### src/rtl/core_task_dispatch_pkg.sv
// Shared chronos types: task payload, CQ slot, thread ids and per-thread dispatch state.
// Pure declarations; no logic, no latency.
package chronos;

    localparam int N_THREADS = 4;
    localparam int THR_W     = (N_THREADS > 1) ? $clog2(N_THREADS) : 1;
    localparam int CQ_SLOT_W = 6;

    typedef logic [THR_W-1:0]     thread_id_t;
    typedef logic [CQ_SLOT_W-1:0] cq_slice_slot_t;

    typedef struct packed {
        logic [31:0] ts;
        logic [7:0]  fn;
        logic [31:0] arg;
    } task_t;

    typedef enum logic [1:0] {
        THR_IDLE    = 2'd0,
        THR_LOADED  = 2'd1,
        THR_RUNNING = 2'd2,
        THR_DONE    = 2'd3
    } thread_state_t;

endpackage

### src/rtl/core_task_dispatch_rr_select.sv
// Round-robin pick among requesters starting at ptr; purely combinational.
// Zero latency; no backpressure (any=0 when nothing requests).
module rr_select #(
    parameter int N  = 4,
    parameter int IW = (N > 1) ? $clog2(N) : 1
) (
    input  logic [N-1:0]  req,
    input  logic [IW-1:0] ptr,
    output logic [IW-1:0] gnt,
    output logic          any
);

    always_comb begin : sel
        int idx;
        idx = 0;
        gnt = '0;
        any = |req;
        // Scan farthest-first so the requester closest to ptr is the last writer.
        for (int k = N - 1; k >= 0; k--) begin
            idx = int'(ptr) + k;
            if (idx >= N) begin
                idx = idx - N;
            end
            if (req[idx]) begin
                gnt = IW'(idx);
            end
        end
    end

endmodule

### src/rtl/core_task_dispatch.sv
// Per-thread task dispatch: hold issued tasks, track thread progress, finish DONE threads to the CQ.
// Accept is 1 cycle to thr_valid; unlock/finish_task 1 cycle after fin handshake; s_ready per thread, fin held until fin_ready.
module core_task_dispatch
    import chronos::*;
#(
    parameter int TILE_ID = 0,
    parameter int N_THR   = N_THREADS
) (
    input  logic                    clk,
    input  logic                    rstn,
    input  logic                    s_valid,
    output logic                    s_ready,
    input  task_t                   s_rdata,
    input  cq_slice_slot_t          s_cq_slot,
    input  thread_id_t              s_thread,
    output logic [N_THR-1:0]        thr_valid,
    output task_t [N_THR-1:0]       thr_task,
    input  logic [N_THR-1:0]        thr_ack,
    input  logic [N_THR-1:0]        thr_done,
    output logic                    fin_valid,
    input  logic                    fin_ready,
    output cq_slice_slot_t          fin_cq_slot,
    output logic                    unlock_valid,
    output thread_id_t              unlock_thread,
    output logic                    finish_task,
    output logic [$clog2(N_THR):0]  n_busy,
    output logic                    err
);

    localparam int BUSY_W = $clog2(N_THR) + 1;

    if (N_THR < 1 || N_THR > N_THREADS || TILE_ID < 0) begin : g_bad_cfg
        $error("core_task_dispatch: unsupported N_THR/TILE_ID");
    end

    thread_state_t  state     [N_THR];
    task_t          slot_task [N_THR];
    cq_slice_slot_t slot_cq   [N_THR];

    thread_id_t       rr_ptr;
    thread_id_t       rr_gnt;
    thread_id_t       gnt_q;
    thread_id_t       fin_gnt;
    thread_id_t       next_ptr;
    logic             gnt_held;
    logic             rr_any;
    logic [N_THR-1:0] done_vec;
    logic             s_in_range;
    logic             accept;
    logic             fin_hs;
    logic             proto_err;

    if (N_THR == (1 << THR_W)) begin : g_full_range
        assign s_in_range = 1'b1;
    end else begin : g_part_range
        assign s_in_range = (s_thread < thread_id_t'(N_THR));
    end

    assign s_ready = s_in_range && (state[s_thread] == THR_IDLE);
    assign accept  = s_valid && s_ready;

    always_comb begin
        done_vec  = '0;
        thr_valid = '0;
        for (int i = 0; i < N_THR; i++) begin
            done_vec[i]  = (state[i] == THR_DONE);
            thr_valid[i] = (state[i] == THR_LOADED);
            thr_task[i]  = slot_task[i];
        end
    end

    rr_select #(
        .N  (N_THR),
        .IW (THR_W)
    ) u_rr_select (
        .req (done_vec),
        .ptr (rr_ptr),
        .gnt (rr_gnt),
        .any (rr_any)
    );

    // Once offered, the grant is frozen so the CQ sees a stable slot while stalled.
    assign fin_gnt     = gnt_held ? gnt_q : rr_gnt;
    assign fin_valid   = gnt_held || rr_any;
    assign fin_cq_slot = slot_cq[fin_gnt];
    assign fin_hs      = fin_valid && fin_ready;
    assign next_ptr    = (fin_gnt == thread_id_t'(N_THR - 1)) ? '0 : fin_gnt + thread_id_t'(1);

    always_comb begin
        proto_err = s_valid && !s_ready;
        for (int i = 0; i < N_THR; i++) begin
            if (thr_ack[i] && state[i] != THR_LOADED) begin
                proto_err = 1'b1;
            end
            if (thr_done[i] && state[i] != THR_LOADED && state[i] != THR_RUNNING) begin
                proto_err = 1'b1;
            end
        end
    end

    always_comb begin
        n_busy = '0;
        for (int i = 0; i < N_THR; i++) begin
            if (state[i] != THR_IDLE) begin
                n_busy = n_busy + BUSY_W'(1);
            end
        end
    end

    always_ff @(posedge clk or negedge rstn) begin
        if (!rstn) begin
            for (int i = 0; i < N_THR; i++) begin
                state[i] <= THR_IDLE;
            end
            rr_ptr        <= '0;
            gnt_q         <= '0;
            gnt_held      <= 1'b0;
            unlock_valid  <= 1'b0;
            unlock_thread <= '0;
            finish_task   <= 1'b0;
            err           <= 1'b0;
        end else begin
            unlock_valid <= fin_hs;
            finish_task  <= fin_hs;
            if (fin_hs) begin
                unlock_thread <= fin_gnt;
                rr_ptr        <= next_ptr;
                gnt_held      <= 1'b0;
            end else if (fin_valid && !gnt_held) begin
                gnt_held <= 1'b1;
                gnt_q    <= rr_gnt;
            end

            for (int i = 0; i < N_THR; i++) begin
                case (state[i])
                    THR_IDLE: begin
                        if (accept && s_thread == thread_id_t'(i)) begin
                            state[i] <= THR_LOADED;
                        end
                    end
                    THR_LOADED: begin
                        if (thr_ack[i]) begin
                            state[i] <= thr_done[i] ? THR_DONE : THR_RUNNING;
                        end
                    end
                    THR_RUNNING: begin
                        if (thr_done[i]) begin
                            state[i] <= THR_DONE;
                        end
                    end
                    THR_DONE: begin
                        if (fin_hs && fin_gnt == thread_id_t'(i)) begin
                            state[i] <= THR_IDLE;
                        end
                    end
                    default: state[i] <= THR_IDLE;
                endcase
            end

            if (proto_err) begin
                err <= 1'b1;
            end
        end
    end

    always_ff @(posedge clk) begin
        if (accept) begin
            slot_task[s_thread] <= s_rdata;
            slot_cq[s_thread]   <= s_cq_slot;
        end
    end

endmodule

### config.mk
export PLATFORM = sky130hd
export DESIGN_NAME = core_task_dispatch
export DESIGN_NICKNAME = d
export VERILOG_FILES = /design/src/rtl/core_task_dispatch_pkg.sv /design/src/rtl/core_task_dispatch_rr_select.sv /design/src/rtl/core_task_dispatch.sv
export SDC_FILE = /design/constraint.sdc
export NUM_CORES = 1
export LEC_CHECK = 0
export BUFFER_PORTS_ARGS = -buffer_cell sky130_fd_sc_hd__buf_4
export CELL_PAD_IN_SITES_DETAIL_PLACEMENT = 0
export CELL_PAD_IN_SITES_GLOBAL_PLACEMENT = 1
export CORE_ASPECT_RATIO = 0.7
export CORE_UTILIZATION = 40
export DETAILED_ROUTE_END_ITERATION = 16
export GPL_TIMING_DRIVEN = 1
export PLACE_DENSITY_LB_ADDON = 0.1
export SYNTH_ARGS = -nofsm -noshare
export SYNTH_HDL_FRONTEND = slang
export SYNTH_HIERARCHICAL = 1
export SYNTH_SLANG_ARGS = --single-unit
### constraint.sdc
create_clock -name clk -period 26.6 [get_ports clk]
set_input_delay 5.32 -clock clk [delete_from_list [all_inputs] [get_ports clk]]
set_output_delay 5.32 -clock clk [all_outputs]
set_load 0.01 [all_outputs]
# Word-level counts from Yosys, hierarchy flattened
# Memories as Yosys holds them, arrays and structs flattened.
# Index checks and enable logic that the tools add are counted.
op_classes:
  bitwise: 2
  n_mul: 0
  n_shift: 0
  add_sub_neg: 11
  div_mod_pow: 0
  n_lt_le_gt_ge: 9
  n_eq_ne: 42
  reduce_logical: 45
  mux: 65
op_table:
  columns: ["cell", "count"]
  rows:
  - ["$lt 32x4->1 const B", 4]
  - ["$mux 32", 4]
  - ["$ge 32x4->1 const B", 3]
  - ["$sub 32x4->32 const B", 3]
  - ["$mux 2", 24]
  - ["$ne 2x2->1 const B", 16]
  - ["$pmux 2 s4", 4]
  - ["$mux 1", 25]
  - ["$eq 2x2->1 const B", 12]
  - ["$logic_and 1x1->1", 24]
  - ["$ne 2x1->1 const B", 8]
  - ["$reduce_and 4->1", 4]
  - ["$logic_not 2->1", 7]
  - ["$eq 2x1->1 const B", 6]
  - ["$reduce_bool 2->1", 5]
  - ["$add 3x1->3 const B", 3]
  - ["$mux 3", 3]
  - ["$bmux 1 s2", 4]
  - ["$add 2x2->3 const B", 2]
  - ["$bmux 2 s2", 1]
  - ["$reduce_or 4->1", 1]
  - ["$sub 2x3->4 const B", 1]
  - ["$add 2x1->3 const B", 1]
  - ["$ge 2x3->1 const B", 1]
  - ["7 further kinds", 8]
word_totals:
  n_memories: 2
  in_bits: 92
  elab_cells: 186
  out_inout_bits: 308
  latchBits: 0
  ram_bits: 312
  ff_bits: 17
  rom_bits: 0
mem_list:
  columns: ["memory", "words", "word_bits", "rd", "rd_clocked_by_memory_dff", "write_ports", "line_no", "text"]
  rows:
  - ["slot_task", 4, 72, 4, 0, 1, "core_task_dispatch.sv:37", "task_t slot_task [N_THR];"]
  - ["slot_cq", 4, 6, 1, 0, 1, "core_task_dispatch.sv:38", "cq_slice_slot_t slot_cq [N_THR];"]

# Logic depth before layout (Yosys ltp)
# Gate-level depths: netlist of the first run.
depth:
  word_depth: 15
  depth_mapped: 13
  mapped_depth_nobuf: 11

# Hierarchy
# Netlist of the first run, hierarchy kept.
by_module_without_submodules:
  columns: ["mod", "n_inst", "cells_per_inst", "area_each_um2"]
  rows:
  - ["core_task_dispatch", 1, 505, 11073.1]
  - ["rr_select", 1, 13, 77.6]

# Worst setup path after synthesis of the first run
# No wires, ideal clock.
synth_timing:
  path_kind: "input to register"
  start: "in s_thread[1]"
  end: "reg state[4] (netlist name)"
  required_ns: 26.487
  n_path_buf: 0
  path_slack_ns: 12.786
  arrival_time_ns: 13.701
  cell_stages: 3
  setup_time_ns: 0.113
  path_cell_list: "nor4_1 a211oi_1 nor3_1"
synth_between:
  elab_chain_len: 9
synth_lines:
  columns: ["element", "line_no", "text"]
  rows:
  - ["from (decl)", "core_task_dispatch.sv:15", "input thread_id_t s_thread,"]
  - ["$not 2->3 (implied by the code)", "core_task_dispatch.sv:59", "assign s_ready = s_in_range && (state[s_thread] == THR_IDLE);"]
  - ["$bmux 2 s2", "core_task_dispatch.sv:59", null]
  - ["$mux 2 (implied by the code) (2 in series)", "core_task_dispatch.sv:59", null]
  - ["$logic_not 2->1", "core_task_dispatch.sv:59", null]
  - ["$logic_and 1x1->1", "core_task_dispatch.sv:60", "assign accept = s_valid && s_ready;"]
  - ["$logic_and 1x1->1 *", "core_task_dispatch.sv:137", "if (accept && s_thread == thread_id_t'(i)) begin"]
  - ["$ne 2x2->1 (no source line) *", null, null]
  - ["$reduce_and 4->1 (no source line) *", null, null]
  - ["to (signal, indexed assignment)", "core_task_dispatch.sv:143", "state[i] <= thr_done[i] ? THR_DONE : THR_RUNNING;"]
  - ["to (decl)", "core_task_dispatch.sv:36", "thread_state_t state [N_THR];"]
# Mark *: on every way between the ends. The rest lies on a longest branch, timed or not. The select of a mux whose other input is x is not followed.
# A chain may end at the register's enable or synchronous reset.

# Worst setup path after layout of the first run
layout_timing:
  start: "in s_thread[0]"
  end: "out s_ready"
layout_between:
  elab_chain_len: 5
layout_lines:
  columns: ["element", "line_no", "text"]
  rows:
  - ["$not 2->3 (implied by the code)", "core_task_dispatch.sv:59", null]
  - ["$bmux 2 s2", "core_task_dispatch.sv:59", null]
  - ["$mux 2 (implied by the code) (2 in series)", "core_task_dispatch.sv:59", null]
  - ["$logic_not 2->1", "core_task_dispatch.sv:59", null]
  - ["to (decl)", "core_task_dispatch.sv:12", "output logic s_ready,"]
# Every way passes these cells. The select of a mux whose other input is x is not followed.

==> results of run 1 <==
## synthesized netlist by cell type, types with 2 or more instances
cell type | n | area share (%)
a211oi_1 | 9 | 0.61
a21oi_1 | 21 | 0.94
a221oi_2 | 2 | 0.27
a2bb2oi_1 | 3 | 0.24
and2b_2 | 2 | 0.16
and3_1 | 3 | 0.17
and4_1 | 2 | 0.16
buf_6 | 2 | 0.20
dfrtp_1 | 17 | 3.8
edfxtp_1 | 312 | 84
ha_1 | 23 | 2.6
inv_1 | 21 | 0.71
mux2_2 | 3 | 0.30
mux2i_1 | 7 | 0.63
mux2i_2 | 2 | 0.25
nand2_1 | 13 | 0.44
nand2b_1 | 11 | 0.62
nor2_1 | 11 | 0.37
nor2b_1 | 7 | 0.39
nor3_1 | 3 | 0.13
nor3b_1 | 2 | 0.13
o2111ai_1 | 2 | 0.16
o211ai_1 | 3 | 0.20
o21ai_0 | 8 | 0.36
xnor2_1 | 3 | 0.24
## layout make-up
type	instances	area (sq um)	area share [%]
Timing Repair Buffer	407	3060	19.6
Sequential cell	329	9790	62.9
Tap cell	364	455	2.92
Inverter	22	82.6	0.530
Multi-Input combinational cell	162	1250	8.00
Clock buffer	37	798	5.12
Clock inverter	20	150	0.964
## per-layer routing
metal	wire, um	part of all wire (%)	GRT usage [%]	up-vias
li1	-	-	-	2899
met1	10100	37	20.9	3129
met2	13800	51	32.1	271
met3	2930	11	8.45	35
met4	461	1.7	4.31	2
met5	17	0.062	0	-
## registers in the layout (all words and copies together) (netlist names)
signal and count:
slot_task 288, slot_cq 24, state 8, gnt_q 2
rr_ptr 2, unlock_thread 2, err 1, finish_task 1
gnt_held 1
## metrics by stage
| stage | worst slack, ps | power, mW | util [%] | cells | hold slack [ps] |
|---|---|---|---|---|---|
| after floorplan | 12790 | 0.837 | - | 518 | 500 |
| after global placement | 15010 | 0.960 | 54.0 | 1284 | 474 |
| after detailed placement | 15000 | 0.969 | 54.0 | 1284 | 477 |
| after CTS | 14990 | 1.38 | 57.5 | 1341 | 490 |
| after global routing | 14970 | 1.43 | 57.5 | 1341 | 545 |
| final | 15000 | 1.36 | 57.5 | 1341 | 484 |
## how the worst min path moves through the flow
stage | startpoint | to | slack, ps
floorplan | gnt_q[0] | gnt_q[0] | 500
global placement | unlock_thread[1] | unlock_thread[1] | 470
detailed placement | unlock_thread[1] | unlock_thread[1] | 480
CTS | unlock_thread[1] | unlock_thread[1] | 490
global route | unlock_thread[0] | unlock_thread[0] | 550
finish | unlock_thread[1] | unlock_thread[1] | 480
## where the power goes
part,internal (mW),total [mW],switching [mW]
Sequential,0.612,0.635,0.0232
Combinational,0.145,0.319,0.174
Clock,0.233,0.411,0.178
Total,0.989,1.36,0.376
## cells by family after synthesis
family | count (synthesis) | share of synthesized area [%]
muxes | 12 | 1.18
and+or+nand+nor | 62 | 3.11
DFF | 329 | 87.8
buffers and inverters | 27 | 1.23
xor gates and xnor gates | 3 | 0.236
adders and majority gates | 23 | 2.58
AOI/OAI and AO/OA | 62 | 3.83
## worst max-delay path: stages
cell and delay (ps):
buf_4 110, or3b_1 440, a31oi_1 250, buf_4 160
==> impl_metrics.env, run 1 <==
export IMPL_drive_gt1_share_pct=47.7
export IMPL_power_leakage_nw=6.07
export IMPL_final_area_sq_um=15600
export IMPL_vdd_ir_drop_worst_v=0.0000505
export IMPL_drt_wirelength_per_cell_um=20.3
export IMPL_dr_pass1_iters=4
export IMPL_avgViaCountPerCell=4.72
export IMPL_area_growth_pct=39.7
export IMPL_relSlewSlack_pct=33.2
export IMPL_synth_ff_latch_count=329
export IMPL_drt_iter0_markers=300
export IMPL_cts_buffers=31
export IMPL_min_period_ps=11600
export IMPL_syn_nets=633
export IMPL_cts_repair_resized=0
export IMPL_crit_required_ps=21280
export IMPL_crit_end="s_ready"
export IMPL_htreeDepth=1
export IMPL_synthFlopType="edfxtp_1"
export IMPL_cp_startpoint="s_thread[0]"
export IMPL_grtUsageTotal_pct=18.5
export IMPL_arrival_ps=6280
export IMPL_fin_skew_ps=12.0
export IMPL_endpoint_kind="output pin"
export IMPL_grt_antenna_before_repair=1
export IMPL_yosysUniqueCellTypes=51
export IMPL_cts_tree="done"
export IMPL_dp_final_hpwl_um=19200
export IMPL_r2r_start="state[0]"
export IMPL_syn_inst=518
export IMPL_fmax_mhz=86.2
export IMPL_worst_r2r_path_depth=11
export IMPL_crit_fanout=5
export IMPL_io_pins=400
export IMPL_grt_max_degree=65
export IMPL_cts_buffer_depth=3
export IMPL_root_buffer="clkbuf_16"
export IMPL_layout_commonest_cell="buf_4"
export IMPL_synth_edff_count=312
export IMPL_grt_pass1_vias=6535
export IMPL_route_detailed_drc=0
export IMPL_die_width_um=202
export IMPL_worstMarginPinSlew_ps=1000
export IMPL_finalHoldViolCount=0
export IMPL_fin_setup_tns_ps=0
export IMPL_r2r_slack_ps=23540
export IMPL_hold_path_depth=2
export IMPL_clk_pin_slew_ps=60
export IMPL_clock_sinks=329
export IMPL_path_class="in -> out"
export IMPL_antenna_cells=0
export IMPL_synth_warnings=6
export IMPL_finalSetupViolCount=0
export IMPL_rsz0062_at_grt="false"
export IMPL_wirelength_um=27200
export IMPL_start_kind="input pin"
export IMPL_initial_utilization_pct=41.2
export IMPL_power_density_nw_per_um2=87.6
export IMPL_reg2reg_to="state[6]"
export IMPL_final_cell_mix="buf_4, edfxtp_1, clkbuf_16, ha_1"
export IMPL_syn_avg_cell_area_sq_um=21.5
export IMPL_hold_buffers=0
export IMPL_n_fill_cell=2102
export IMPL_io_buffers=399
export IMPL_hp_class="reg -> reg"
export IMPL_fin_crit_sh_pct=43.6
export IMPL_insertion_delay_ps=560
export IMPL_dpl_cell_area_sq_um=14600
export IMPL_maxCapViolCount=0
export IMPL_post_cts_buffers=0
export IMPL_syn_area_sq_um=11200
export IMPL_drv_slew=0
export IMPL_num_vias=6336
export IMPL_gp_congestion=0.822
export IMPL_ant_nets=0
export IMPL_dieArea_sq_um=28600
export IMPL_rows=50
export IMPL_layout_nets=1068
export IMPL_core_area_sq_um=27100
export IMPL_outcome="complete, no violations"
export IMPL_synth_async_sr_flop_share_pct=5.17
export IMPL_grt_overflow=0
export IMPL_ys_seq_area_share_pct=87.8
export IMPL_die_y_um=142
export IMPL_grt_pass1_wl_um=39300
Note: power is estimated with default switching activity, not from simulation.
==> run 2, diff against run 1 <==
Settings changed: ABC_AREA from default to 1, CORE_UTILIZATION 40 to 36.
Clock period 26.6 ns to 9.3 ns, I/O delays scaled along.
==> run 2 against run 1 <==
Sequential share of layout area shrank 0.83 points. Via count up 3.2%. Hold slack gained 0.95 ps. Clock skew grew 7.0 ps. Global-route usage fell by 0.17 points. Wire length up 10%. Combinational power rose to 3.4 times the previous value. Critical endpoint is now fin_cq_slot[4]. Largest cell class unchanged.
==> impl_metrics.env, run 2 <==
export IMPL_relSlewSlack_pct=34.8
export IMPL_wirelength_um=30000
export IMPL_ant_nets=0
export IMPL_io_buffers=399
export IMPL_core_area_sq_um=30300
export IMPL_largestRegisters="slot_task: 288 flops, slot_cq: 24 flops, state: 8 flops"
export IMPL_arrival_ps=3050
export IMPL_dieArea_sq_um=31800
export IMPL_fin_util_pct=52.1
export IMPL_cts_tree="done"
export IMPL_drt_iter0_markers=250
export IMPL_synth_area_leaders="edfxtp_1, dfrtp_1, ha_1"
export IMPL_endpoint_kind="output pin"
export IMPL_yosysTopAreaCell="edfxtp_1"
export IMPL_path_buf_inv=5
export IMPL_rsz0062_at_grt="false"
export IMPL_largest_register_ffs=288
export IMPL_synth_edff_count=312
export IMPL_worstPathCellList="ha_1 > inv_1 > nand2_1 > nand3_1 > nand2_1 > inv_1 > nand3_1 > nand2_1 > inv_1 > o21ai_1 > inv_1 > o21ai_0 > o22ai_1 > buf_4"
export IMPL_hold_buffers=0
export IMPL_cts_buffer_depth=3
export IMPL_hp_class="reg -> reg"
export IMPL_start_kind="flip-flop"
export IMPL_clk_pin_slew_ps=60
export IMPL_ys_seq_area_share_pct=87.4
export IMPL_worst_path_max_delay_cell="o21ai_1"
export IMPL_vdd_ir_drop_worst_v=0.000167
export IMPL_grt_overflow=0
export IMPL_netlist_area_leader_share_pct=83.6
export IMPL_synth_ff_latch_count=329
export IMPL_drv_slew=0
export IMPL_power_density_nw_per_um2=266
export IMPL_fin_skew_ps=19.0
export IMPL_min_period_ps=4910
export IMPL_layout_commonest_cell="buf_4"
export IMPL_io_pins=400
export IMPL_syn_avg_cell_area_sq_um=19.3
export IMPL_cp_common_cell="inv_1"
export IMPL_grt_antenna_before_repair=1
export IMPL_maxCapViolCount=0
export IMPL_multi_input_area_sq_um=1220
export IMPL_yosysUniqueCellTypes=26
export IMPL_syn_area_sq_um=11200
export IMPL_ys_top_cells_by_count="edfxtp_1, nand2_1, inv_1"
export IMPL_fin_setup_tns_ps=0
export IMPL_final_cell_mix="buf_4, edfxtp_1, nand2_1, clkbuf_16, inv_1"
export IMPL_cts_repair_resized=0
export IMPL_grt_pass1_vias=6375
export IMPL_gp_congestion=0.810
export IMPL_clock_sinks=329
export IMPL_cp_top_family="compound AO/OA/AOI/OAI gates"
export IMPL_fmax_mhz=204
export IMPL_finalHoldViolCount=0
export IMPL_max_stage_delay_ps=460
export IMPL_crit_fanout=9
export IMPL_cts_buffers=34
export IMPL_n_fill_cell=2553
export IMPL_root_buffer="clkbuf_16"
export IMPL_layout_nets=1132
export IMPL_synthFlopType="edfxtp_1"
export IMPL_grtUsageTotal_pct=18.3
export IMPL_drt_wirelength_per_cell_um=20.7
export IMPL_die_width_um=213
export IMPL_worstMarginPinSlew_ps=978
export IMPL_power_leakage_nw=6.28
export IMPL_regArea_sq_um=9790
export IMPL_rows=53
export IMPL_avgViaCountPerCell=4.50
export IMPL_finalSetupViolCount=0
export IMPL_synth_most_common_cell="edfxtp_1"
export IMPL_crit_required_ps=7440
export IMPL_dp_final_hpwl_um=21500
export IMPL_route_detailed_drc=0
export IMPL_area_growth_pct=41.0
export IMPL_synth_async_sr_flop_share_pct=5.17
export IMPL_power_mw=4.20
export IMPL_outcome="complete, no violations"
export IMPL_htreeDepth=2
export IMPL_post_cts_buffers=0
export IMPL_grt_max_degree=61
export IMPL_dr_pass1_iters=4
export IMPL_syn_inst=581
export IMPL_fin_crit_sh_pct=52.8
export IMPL_insertion_delay_ps=520
export IMPL_num_vias=6539
export IMPL_die_y_um=150
export IMPL_drive_gt1_share_pct=45.8
export IMPL_antenna_cells=0
export IMPL_syn_nets=696
export IMPL_grt_pass1_wl_um=41900
export IMPL_synth_warnings=6
export IMPL_initial_utilization_pct=37.0
export IMPL_path_class="reg -> out"
export IMPL_top_register="slot_task"
## run 2: cell families (layout without fill, tap and decap cells)
group	count (synthesis)	in the layout	share of synthesized area, %
and+or+nand+nor	136	136	5.35
adders and majority gates	23	23	2.57
xor gates and xnor gates	3	3	0.235
AOI/OAI and AO/OA	45	45	2.75
DFF	329	329	87.4
buffers and inverters	45	504	1.66
## run 2: metal layers
layer	vias up	routed length (um)	global-route usage [%]
li1	3033	-	-
met1	3217	12200	23.3
met2	251	14200	28.3
met3	36	3100	8.12
met4	2	528	5.14
met5	-	13	0
## run 2: tightest hold or removal path, stage by stage, from the launching register on
cell	delay [ps]
dfrtp_1	340
nor3b_1	50
nand4_1	60
## run 2: power by group
group / total (mW) / switching, mW / internal, mW
Sequential: 1.80 / 0.0557 / 1.74
Clock: 1.31 / 0.548 / 0.759
Combinational: 1.09 / 0.660 / 0.434
Total: 4.20 / 1.26 / 2.93
## run 2: final cells by class
type | count | share of cell area (%)
clock buffers | 45 | 5.85
clock inverters | 14 | 0.911
inverters | 42 | 1.05
multi-input cells | 207 | 7.73
flip-flops and latches | 329 | 62.0
well taps | 412 | 3.26
repair buffers | 403 | 19.2
## run 2: metrics by stage
step	cells	hold WS [ps]	cell area (sq um)	worst slack, ps
after floorplan	581	453	11200	4980
after global placement	1393	469	14700	4910
after detailed placement	1393	474	14700	4840
after CTS	1452	487	15800	4270
after global routing	1452	522	15800	4010
final	1452	485	15800	4390
## run 2: path summary, 6_finish.rpt
kind                       slack (ps)             end  cells after the start  startpoint
max                              4390  fin_cq_slot[4]                     14    state[0]
min                               480             err                      2         err
max reg2reg                      6450        state[5]                     16    state[0]
min reg2reg                       480             err                      2         err
max in group asynchronous        7860        state[3]                      1        rstn
min in group asynchronous        1230        state[7]                      1        rstn
